--- src/rtl/echo_request_serializer_pkg.sv ---
// Shared constants, state encoding and header helper for the echo request
// serializer and its message FIFO.
package echo_request_serializer_pkg;

  localparam int MSG_WIDTH  = 160;
  localparam int WORD_WIDTH = 32;

  localparam logic [WORD_WIDTH-1:0] TAG_SAY  = 32'd1;
  localparam logic [WORD_WIDTH-1:0] TAG_SAY2 = 32'd2;

  // Total beats per message, header included; carried in the header's low half.
  localparam logic [15:0] BEAT_COUNT = 16'd3;

  typedef enum logic [1:0] {
    S_HDR  = 2'd0,
    S_PAY0 = 2'd1,
    S_PAY1 = 2'd2
  } state_t;

  function automatic logic [WORD_WIDTH-1:0] make_header(input logic [15:0] tag);
    return {tag, BEAT_COUNT};
  endfunction

endpackage

--- src/rtl/echo_request_serializer_if.sv ---
// Request-in / beat-out handshake bundle plus the message and drop counters.
interface echo_request_serializer_if;
  import echo_request_serializer_pkg::*;

  // ENA/RDY methods: ENA is raised only while RDY is high, and a transfer
  // happens on every rising clock edge where ENA is high.
  logic                  pipe_enq__ENA;
  logic [MSG_WIDTH-1:0]  pipe_enq_v;
  logic                  pipe_enq__RDY;
  logic                  out_enq__ENA;
  logic [WORD_WIDTH-1:0] out_enq_v;
  logic                  out_enq__RDY;
  logic [15:0]           count_msgs;
  logic [15:0]           count_drops;

  modport master (
    output pipe_enq__ENA, pipe_enq_v, out_enq__RDY,
    input  pipe_enq__RDY, out_enq__ENA, out_enq_v, count_msgs, count_drops
  );

  modport slave (
    input  pipe_enq__ENA, pipe_enq_v, out_enq__RDY,
    output pipe_enq__RDY, out_enq__ENA, out_enq_v, count_msgs, count_drops
  );

endinterface

--- src/rtl/echo_request_serializer_msg_fifo2.sv ---
// Two-entry FIFO; slot0 is always the head so the consumer reads it directly.
module msg_fifo2 #(
  parameter int WIDTH = 160
) (
  input  logic             clk,
  input  logic             rst,
  input  logic             push,
  input  logic [WIDTH-1:0] din,
  input  logic             pop,
  output logic [WIDTH-1:0] head,
  output logic [1:0]       count,
  output logic             full,
  output logic             empty
);

  logic [WIDTH-1:0] slot0;
  logic [WIDTH-1:0] slot1;
  logic [1:0]       cnt;
  logic             do_push;
  logic             do_pop;

  assign do_push = push && (cnt != 2'd2);
  assign do_pop  = pop  && (cnt != 2'd0);

  always_ff @(posedge clk) begin
    if (rst) begin
      cnt <= 2'd0;
    end else begin
      // With one entry, a simultaneous pop lets the incoming message land at the head.
      if (do_push && ((cnt == 2'd0) || ((cnt == 2'd1) && do_pop)))
        slot0 <= din;
      else if (do_pop)
        slot0 <= slot1;

      if (do_push && (cnt == 2'd1) && !do_pop)
        slot1 <= din;

      case ({do_push, do_pop})
        2'b10:   cnt <= cnt + 2'd1;
        2'b01:   cnt <= cnt - 2'd1;
        default: cnt <= cnt;
      endcase
    end
  end

  assign head  = slot0;
  assign count = cnt;
  assign full  = (cnt == 2'd2);
  assign empty = (cnt == 2'd0);

endmodule

--- src/rtl/echo_request_serializer.sv ---
// Buffers 160-bit echo requests and emits each as header + two payload beats;
// unknown tags are dropped at the head of the FIFO and counted.
module echo_request_serializer
  import echo_request_serializer_pkg::*;
(
  input  logic                       CLK,
  input  logic                       RST,
  echo_request_serializer_if.slave   bus,
  output state_t                     state
);

  logic [MSG_WIDTH-1:0]  head;
  logic [1:0]            fifo_count;
  logic                  fifo_full_unused;
  logic                  empty;
  logic                  pop;
  logic [WORD_WIDTH-1:0] w0, w1, w2, w3, w4;
  logic                  is_known;
  logic                  is_say2;
  logic                  beat_avail;
  logic [WORD_WIDTH-1:0] beat;
  logic [15:0]           msgs_q;
  logic [15:0]           drops_q;

  msg_fifo2 #(.WIDTH(MSG_WIDTH)) u_fifo (
    .clk   (CLK),
    .rst   (RST),
    .push  (bus.pipe_enq__ENA),
    .din   (bus.pipe_enq_v),
    .pop   (pop),
    .head  (head),
    .count (fifo_count),
    .full  (fifo_full_unused),
    .empty (empty)
  );

  // Admission looks only at the current occupancy, never at a same-cycle pop.
  assign bus.pipe_enq__RDY = (fifo_count < 2'd2);

  always_comb begin
    w0 = head[31:0];
    w1 = head[63:32];
    w2 = head[95:64];
    w3 = head[127:96];
    w4 = head[159:128];

    is_known   = !empty && ((w0 == TAG_SAY) || (w0 == TAG_SAY2));
    is_say2    = (w0 == TAG_SAY2);
    beat_avail = (state != S_HDR) || is_known;

    beat = '0;
    case (state)
      S_HDR:   beat = make_header(w0[15:0]);
      S_PAY0:  beat = is_say2 ? w3 : w1;
      S_PAY1:  beat = is_say2 ? w4 : w2;
      default: beat = '0;
    endcase

    bus.out_enq__ENA = beat_avail && bus.out_enq__RDY;
    bus.out_enq_v    = beat_avail ? beat : '0;

    pop = ((state == S_HDR) && !empty && !is_known) ||
          ((state == S_PAY1) && bus.out_enq__RDY);
  end

  always_ff @(posedge CLK) begin
    if (RST) begin
      state   <= S_HDR;
      msgs_q  <= 16'd0;
      drops_q <= 16'd0;
    end else begin
      case (state)
        S_HDR: begin
          if (!empty && !is_known)
            drops_q <= drops_q + 16'd1;
          else if (is_known && bus.out_enq__RDY)
            state <= S_PAY0;
        end
        S_PAY0: begin
          if (bus.out_enq__RDY)
            state <= S_PAY1;
        end
        S_PAY1: begin
          if (bus.out_enq__RDY) begin
            state  <= S_HDR;
            msgs_q <= msgs_q + 16'd1;
          end
        end
        default: state <= S_HDR;
      endcase
    end
  end

  assign bus.count_msgs  = msgs_q;
  assign bus.count_drops = drops_q;

endmodule

--- src/flat_wrapper.sv ---
// flat-port wrapper written by rule: the top's interface ports become plain ports
module echo_request_serializer_flat import echo_request_serializer_pkg::*;
  (CLK, RST, state, bus_pipe_enq__ENA, bus_pipe_enq_v, bus_out_enq__RDY, bus_pipe_enq__RDY, bus_out_enq__ENA, bus_out_enq_v, bus_count_msgs, bus_count_drops);
  echo_request_serializer_if bus_i ();
  input  logic CLK;
  input  logic RST;
  output state_t state;
  input wire logic [$bits(bus_i.pipe_enq__ENA)-1:0] bus_pipe_enq__ENA;
  input wire logic [$bits(bus_i.pipe_enq_v)-1:0] bus_pipe_enq_v;
  input wire logic [$bits(bus_i.out_enq__RDY)-1:0] bus_out_enq__RDY;
  output wire logic [$bits(bus_i.pipe_enq__RDY)-1:0] bus_pipe_enq__RDY;
  output wire logic [$bits(bus_i.out_enq__ENA)-1:0] bus_out_enq__ENA;
  output wire logic [$bits(bus_i.out_enq_v)-1:0] bus_out_enq_v;
  output wire logic [$bits(bus_i.count_msgs)-1:0] bus_count_msgs;
  output wire logic [$bits(bus_i.count_drops)-1:0] bus_count_drops;
  assign bus_i.pipe_enq__ENA = bus_pipe_enq__ENA;
  assign bus_i.pipe_enq_v = bus_pipe_enq_v;
  assign bus_i.out_enq__RDY = bus_out_enq__RDY;
  assign bus_pipe_enq__RDY = bus_i.pipe_enq__RDY;
  assign bus_out_enq__ENA = bus_i.out_enq__ENA;
  assign bus_out_enq_v = bus_i.out_enq_v;
  assign bus_count_msgs = bus_i.count_msgs;
  assign bus_count_drops = bus_i.count_drops;
  echo_request_serializer u_core (.CLK(CLK), .RST(RST), .bus(bus_i), .state(state));
endmodule
--- config.mk ---
export PLATFORM = sky130hd
export DESIGN_NAME = echo_request_serializer_flat
export DESIGN_NICKNAME = d
export VERILOG_FILES = /design/src/rtl/echo_request_serializer_pkg.sv /design/src/rtl/echo_request_serializer_if.sv /design/src/rtl/echo_request_serializer_msg_fifo2.sv /design/src/rtl/echo_request_serializer.sv /design/src/flat_wrapper.sv
export SDC_FILE = /design/constraint.sdc
export NUM_CORES = 1
export LEC_CHECK = 0
export ABC_AREA = 1
export CAP_MARGIN = 5
export CORE_AREA = 2 2 198 200
export DETAILED_ROUTE_END_ITERATION = 10
export DIE_AREA = 0 0 200 202
export PLACE_DENSITY_LB_ADDON = 0.15
export SLEW_MARGIN = 20
export SYNTH_ARGS = -nofsm -noshare
export SYNTH_HDL_FRONTEND = slang
export SYNTH_SLANG_ARGS = --single-unit
--- constraint.sdc ---
create_clock -name CLK -period 40.5 [get_ports CLK]
set_input_delay 6.075 -clock CLK [delete_from_list [all_inputs] [get_ports CLK]]
set_output_delay 6.075 -clock CLK [all_outputs]
set_load 0.05 [all_outputs]
; ---- Word level (Yosys, flattened, before mapping)
; Index checks and enable logic that the tools add are counted.
[word_totals]
output_inout_bits = 68
wordCells = 67
reg_bits = 356
[classes]
n_bitwise = 1
reduce_logical = 31
n_addsub = 4
n_eq_ne = 12
mux = 12
order_cmp = 1
[ops]
columns = op, n
row1 = $mux W160, 2
row2 = $mux W32, 3
row3 = $pmux W32 S3, 1
row4 = $add A16 B1 Y16 const B, 2
row5 = $eq A32 B1 Y1 const B, 1
row6 = $eq A32 B2 Y1 const B, 1
row7 = $logic_and A1 B1 Y1, 13
row8 = $ne A2 B2 Y1 const B, 5
row9 = $mux W2, 4
row10 = $reduce_and A2 Y1, 4
row11 = $reduce_bool A2 Y1, 4
row12 = $eq A2 B1 Y1 const B, 3
row13 = $pmux W2 S3, 1
row14 = $eq A2 B2 Y1 const B, 2
row15 = $logic_not A2 Y1, 2
row16 = $logic_or A1 B1 Y1, 4
row17 = $pmux W2 S2, 1
row18 = $reduce_and A4 Y1, 1
row19 = $logic_not A1 Y1, 3
row20 = $add A2 B1 Y2 const B, 1
row21 = $lt A2 B2 Y1 const B, 1
row22 = $sub A2 B1 Y2 const B, 1
row23 = $not A1 Y1, 1

; ---- Longest topological paths before layout
[logic_depth]
ltp_word = 12
depth_mapped = 15
mapped_depth_nobuf = 13

; ---- Cells and area by module
; Synthesis repeated with hierarchy kept, for this count alone.
[hier_totals]
hier_cells = 1443
area_unflattened_um2 = 15242.1
[by_module_without_submodules]
columns = mod, cells_per_inst, n_inst, area_per_inst_um2
row1 = msg_fifo2, 886, 1, 12071.6
row2 = echo_request_serializer, 557, 1, 3170.5

; ---- Worst setup path before layout
; Ideal clock, no wire load.
[synth_timing]
kind = input -> register
startpoint = input bus_out_enq__RDY
endpoint = register u_core.u_fifo.slot1[0] (enable)
setup_time_ns = 0.877
slack_ns = 22.430
cell_stages = 5
t_arrival_ns = 17.193
required_ns = 39.623
path_cell_list = inv_1 nor2_2 nand2_1 nand2_2 nor3_1
[synth_between]
elab_chain_len = 6
[synth_rtl]
columns = element, line_no
row1 = from (decl), flat_wrapper.sv:10  ; input wire logic [$bits(bus_i.out_enq__RDY)-1:0] bus_out_enq__RDY;
row2 = $logic_and A1 B1 Y1, echo_request_serializer.sv:63  ; ((state == S_PAY1) && bus.out_enq__RDY);
row3 = $logic_or A1 B1 Y1, echo_request_serializer.sv:62  ; pop = ((state == S_HDR) && !empty && !is_known) ||
row4 = $logic_and A1 B1 Y1, echo_request_serializer_msg_fifo2.sv:23  ; assign do_pop = pop && (cnt != 2'd0);
row5 = $logic_not A1 Y1, echo_request_serializer_msg_fifo2.sv:35  ; if (do_push && (cnt == 2'd1) && !do_pop)
row6 = $logic_and A1 B1 Y1, echo_request_serializer_msg_fifo2.sv:35
row7 = $reduce_and A2 Y1 (no source line), n/a
row8 = to (signal assigned), echo_request_serializer_msg_fifo2.sv:36  ; slot1 <= din;
row9 = to (decl), echo_request_serializer_msg_fifo2.sv:17  ; logic [WIDTH-1:0] slot1;
; Every way passes these cells.
; A chain may end at the register's enable or synchronous reset.

; ---- Final worst setup path
[layout_timing]
startpoint = input bus_out_enq__RDY
endpoint = output bus_out_enq__ENA
[layout_between]
elab_chain_len = 1
[layout_rtl]
columns = element, line_no
row1 = $logic_and A1 B1 Y1, echo_request_serializer.sv:59  ; bus.out_enq__ENA = beat_avail && bus.out_enq__RDY;
row2 = to (decl), flat_wrapper.sv:12  ; output wire logic [$bits(bus_i.out_enq__ENA)-1:0] bus_out_enq__ENA;
; Every way passes these cells.

==> flow_metrics.py <==
metrics = {
    "cells_and_area": {
        "drive_gt1_frac": 0.04854,
        "final_common_cell": "nand2_1",
        "final_cell_mix": "nand2_1 (424), edfxtp_1 (320), clkdlybuf4s50_1 (231), nand3_1 (194), inv_1 (90)",
        "fin_util": 0.4980,
        "area_delta_synth_final_pct": 25.82,
        "nets": 1793,
        "fill_cells": 3513,
    },
    "critical_path": {
        "crit_start": "bus_out_enq__RDY",
        "cp_max_fo": 5,
        "r2r_slack_ns": 36.52,
        "critPathArrivalTime_ns": 7.65,
        "reg2reg_from": "u_core.u_fifo.head[31]$_DFFE_PP_",
        "start_kind": "input pin",
        "reg2regPathDepth": 10,
        "critPathKind": "input pin to output pin",
        "cp.required_ns": 34.42,
        "end_kind": "output pin",
        "r2r-end": "u_core.u_fifo.head[98]$_DFFE_PP_",
    },
    "global_route": {
        "globalRouteMet1Util": 0.2691,
        "grt_usage": 0.1978,
        "globalRouteMet2Util": 0.3090,
        "gr-usage-met3": 0.05757,
        "grt.busiest_layer": "met2",
        "grt_pass1_wl_mm": 60.73,
        "grt_pass1_vias": 10483,
        "antenna_found_initial": 11,
        "grt_overflow": 0,
        "grt_max_degree": 162,
    },
    "sta": {
        "skew_ns": 0.02639,
        "final_hold_viol_count": 0,
        "finalMaxSlewViolations": 0,
        "tightest_slew_ns": 1.037,
        "setup_viol": 0,
        "period_share": 0.3388,
        "setup_tns_ns": 0,
        "fmax_mhz": 72.88,
        "period_minus_slack_ns": 13.72,
        "rsz0062_at_grt": "no",
        "slew_headroom": 0.3077,
    },
    "clock_network": {
        "cts_buffer_depth": 3,
        "post_cts_buffers": 0,
        "clk_latency_ns": 0.56,
        "cts.repair.resized": 0,
        "tritoncts": "yes",
        "cts.sinks": 356,
        "root_buffer": "clkbuf_16",
        "cts_buffers": 40,
        "cts_htree_levels": 2,
        "path_clk_slew_ns": 0.06,
        "hold_buffers": 0,
    },
    "yosys": {
        "syn_nets": 1591,
        "yosysTopAreaCell": "edfxtp_1",
        "yosysSeqAreaShare": 0.6816,
        "yosysWarnings": 0,
        "synth_area_leaders": "edfxtp_1 (63%), nand2_1 (11%), nand3_1 (6.4%)",
        "syn_area_um2": 15160,
        "netlist.area_leader.share": 0.6340,
        "ys_ff_latch": 356,
        "syn_avg_cell_area_um2": 10.67,
        "syn_inst": 1421,
        "synth_cell_type_count": 29,
    },
    "die": {
        "core_area_um2": 38290,
        "die_w_um": 200,
        "die_area_um2": 40400,
        "rows": 72,
        "die_h_um": 202,
        "io_pins": 232,
        "initial_core_util": 0.3958,
    },
    "placement": {
        "dp_hpwl_mm": 23.42,
        "portBuffers": 231,
        "globalplace.congestion": 0.8971,
    },
    "pwr": {
        "power.density_nw_per_um2": 57.51,
        "power_leakage_nw": 7.213,
        "peakVddDrop_mv": 0.03098,
    },
    "run_status": {
        "run_status": "finished, final reports clean",
    },
    "detailed_routing": {
        "route.detailed.drc": 0,
        "first_iter_violations": 644,
        "dr.pass1.iters": 5,
        "wl_per_cell_um": 18.39,
        "drtAntennaViolNets": 0,
        "wl_mm": 39.88,
        "vias_per_cell": 4.993,
        "num_vias": 10825,
    },
    "job": {
        "cap_violations": 0,
    },
    "worst_hold_path": {
        "hold_start": "u_core.bus.count_msgs[12]$_SDFFE_PP0P_",
        "whs_path_depth": 2,
        "hold_end": "u_core.bus.count_msgs[12]$_SDFFE_PP0P_",
        "hp-class": "flop to flop",
    },
}
## registers in the layout (all words and copies together), names as in the netlist
register	cells
u_core.u_fifo.count	2
u_core.state	2
u_core.u_fifo.head	160
u_core.u_fifo.slot1	160
u_core.bus.count_msgs	16
u_core.bus.count_drops	16
## kinds of logic after synthesis
logic type / synth area share
compound gates: 0.06043
simple gates: 0.1933
flops: 0.6816
buf+inv: 0.05168
xor+xnor: 0.008091
fa+ha+maj: 0.004953
## layer usage
| layer | wire [um] | up-vias |
|---|---|---|
| li1 | - | 5296 |
| met1 | 17190 | 5123 |
| met2 | 18660 | 319 |
| met3 | 3119 | 73 |
| met4 | 831 | 14 |
| met5 | 83 | - |
## worst max-delay path: stages
cell             delay [ns]
clkdlybuf4s50_1        0.51
inv_1                  0.11
nor2_1                 0.13
clkdlybuf4s50_1        0.81
## how the worst max path moves through the flow
stage / end / slack (ns) / cells after the start
3_3_place_gp: bus_out_enq__ENA / 26.79 / 4
3_5_place_dp: bus_out_enq__ENA / 26.78 / 4
6_report: bus_out_enq__ENA / 26.78 / 4
4_1_cts: bus_out_enq__ENA / 26.77 / 4
5_1_grt: bus_out_enq__ENA / 26.71 / 4
2_1_floorplan: u_core.u_fifo.slot1[0]$_DFFE_PP_ / 22.43 / 5
## cell type report
cell class | count | area [um^2] | area share
clock inverters | 16 | 136.4 | 0.007152
diodes | 2 | 5.005 | 0.0002625
well taps | 518 | 648.1 | 0.03399
flip-flops and latches | 356 | 10330 | 0.5417
multi-input cells | 891 | 4090 | 0.2145
inverters | 94 | 362.8 | 0.01903
clock buffers | 51 | 1064 | 0.05577
repair buffers | 240 | 2432 | 0.1276
## power by group
group          switching (W)  total (W)  internal (W)
logic               0.000172   0.000245     0.0000734
clock network       0.000144   0.000341      0.000198
registers          0.0000157   0.000510      0.000494
total               0.000331    0.00110      0.000765
## Yosys cell counts
library cell  count
and2_1            1
dfxtp_1          36
nand3_1         194
o21ai_1           9
or2_2             1
o211ai_1         15
o21a_1            1
nand2_1         425
buf_2            23
nor3b_1           1
nand2_2           3
xor2_1           12
inv_2             3
nor2_2            4
nand4_1           1
buf_6            13
buf_1             1
o21ai_0          78
nor2_1           48
edfxtp_1        320
a21oi_1          72
xnor2_1           2
clkbuf_1         42
buf_4             1
nor3_1           12
inv_1            91
nand2_4           2
ha_1              6
nand3b_1          4
## stage by stage
stage	std cells	worst slack, ns	hold slack [ns]	cell area (um^2)	power, W
after floorplan	1421	22.43	0.4972	15160	0.0006993
after global placement	2097	26.79	0.4529	17810	0.0007606
after detailed placement	2097	26.78	0.4597	17810	0.0007665
after CTS	2164	26.77	0.4697	19010	0.001111
after global routing	2166	26.71	0.5007	19060	0.001157
final	2168	26.78	0.4659	19070	0.001097
Power figures use the tool's default switching activity.
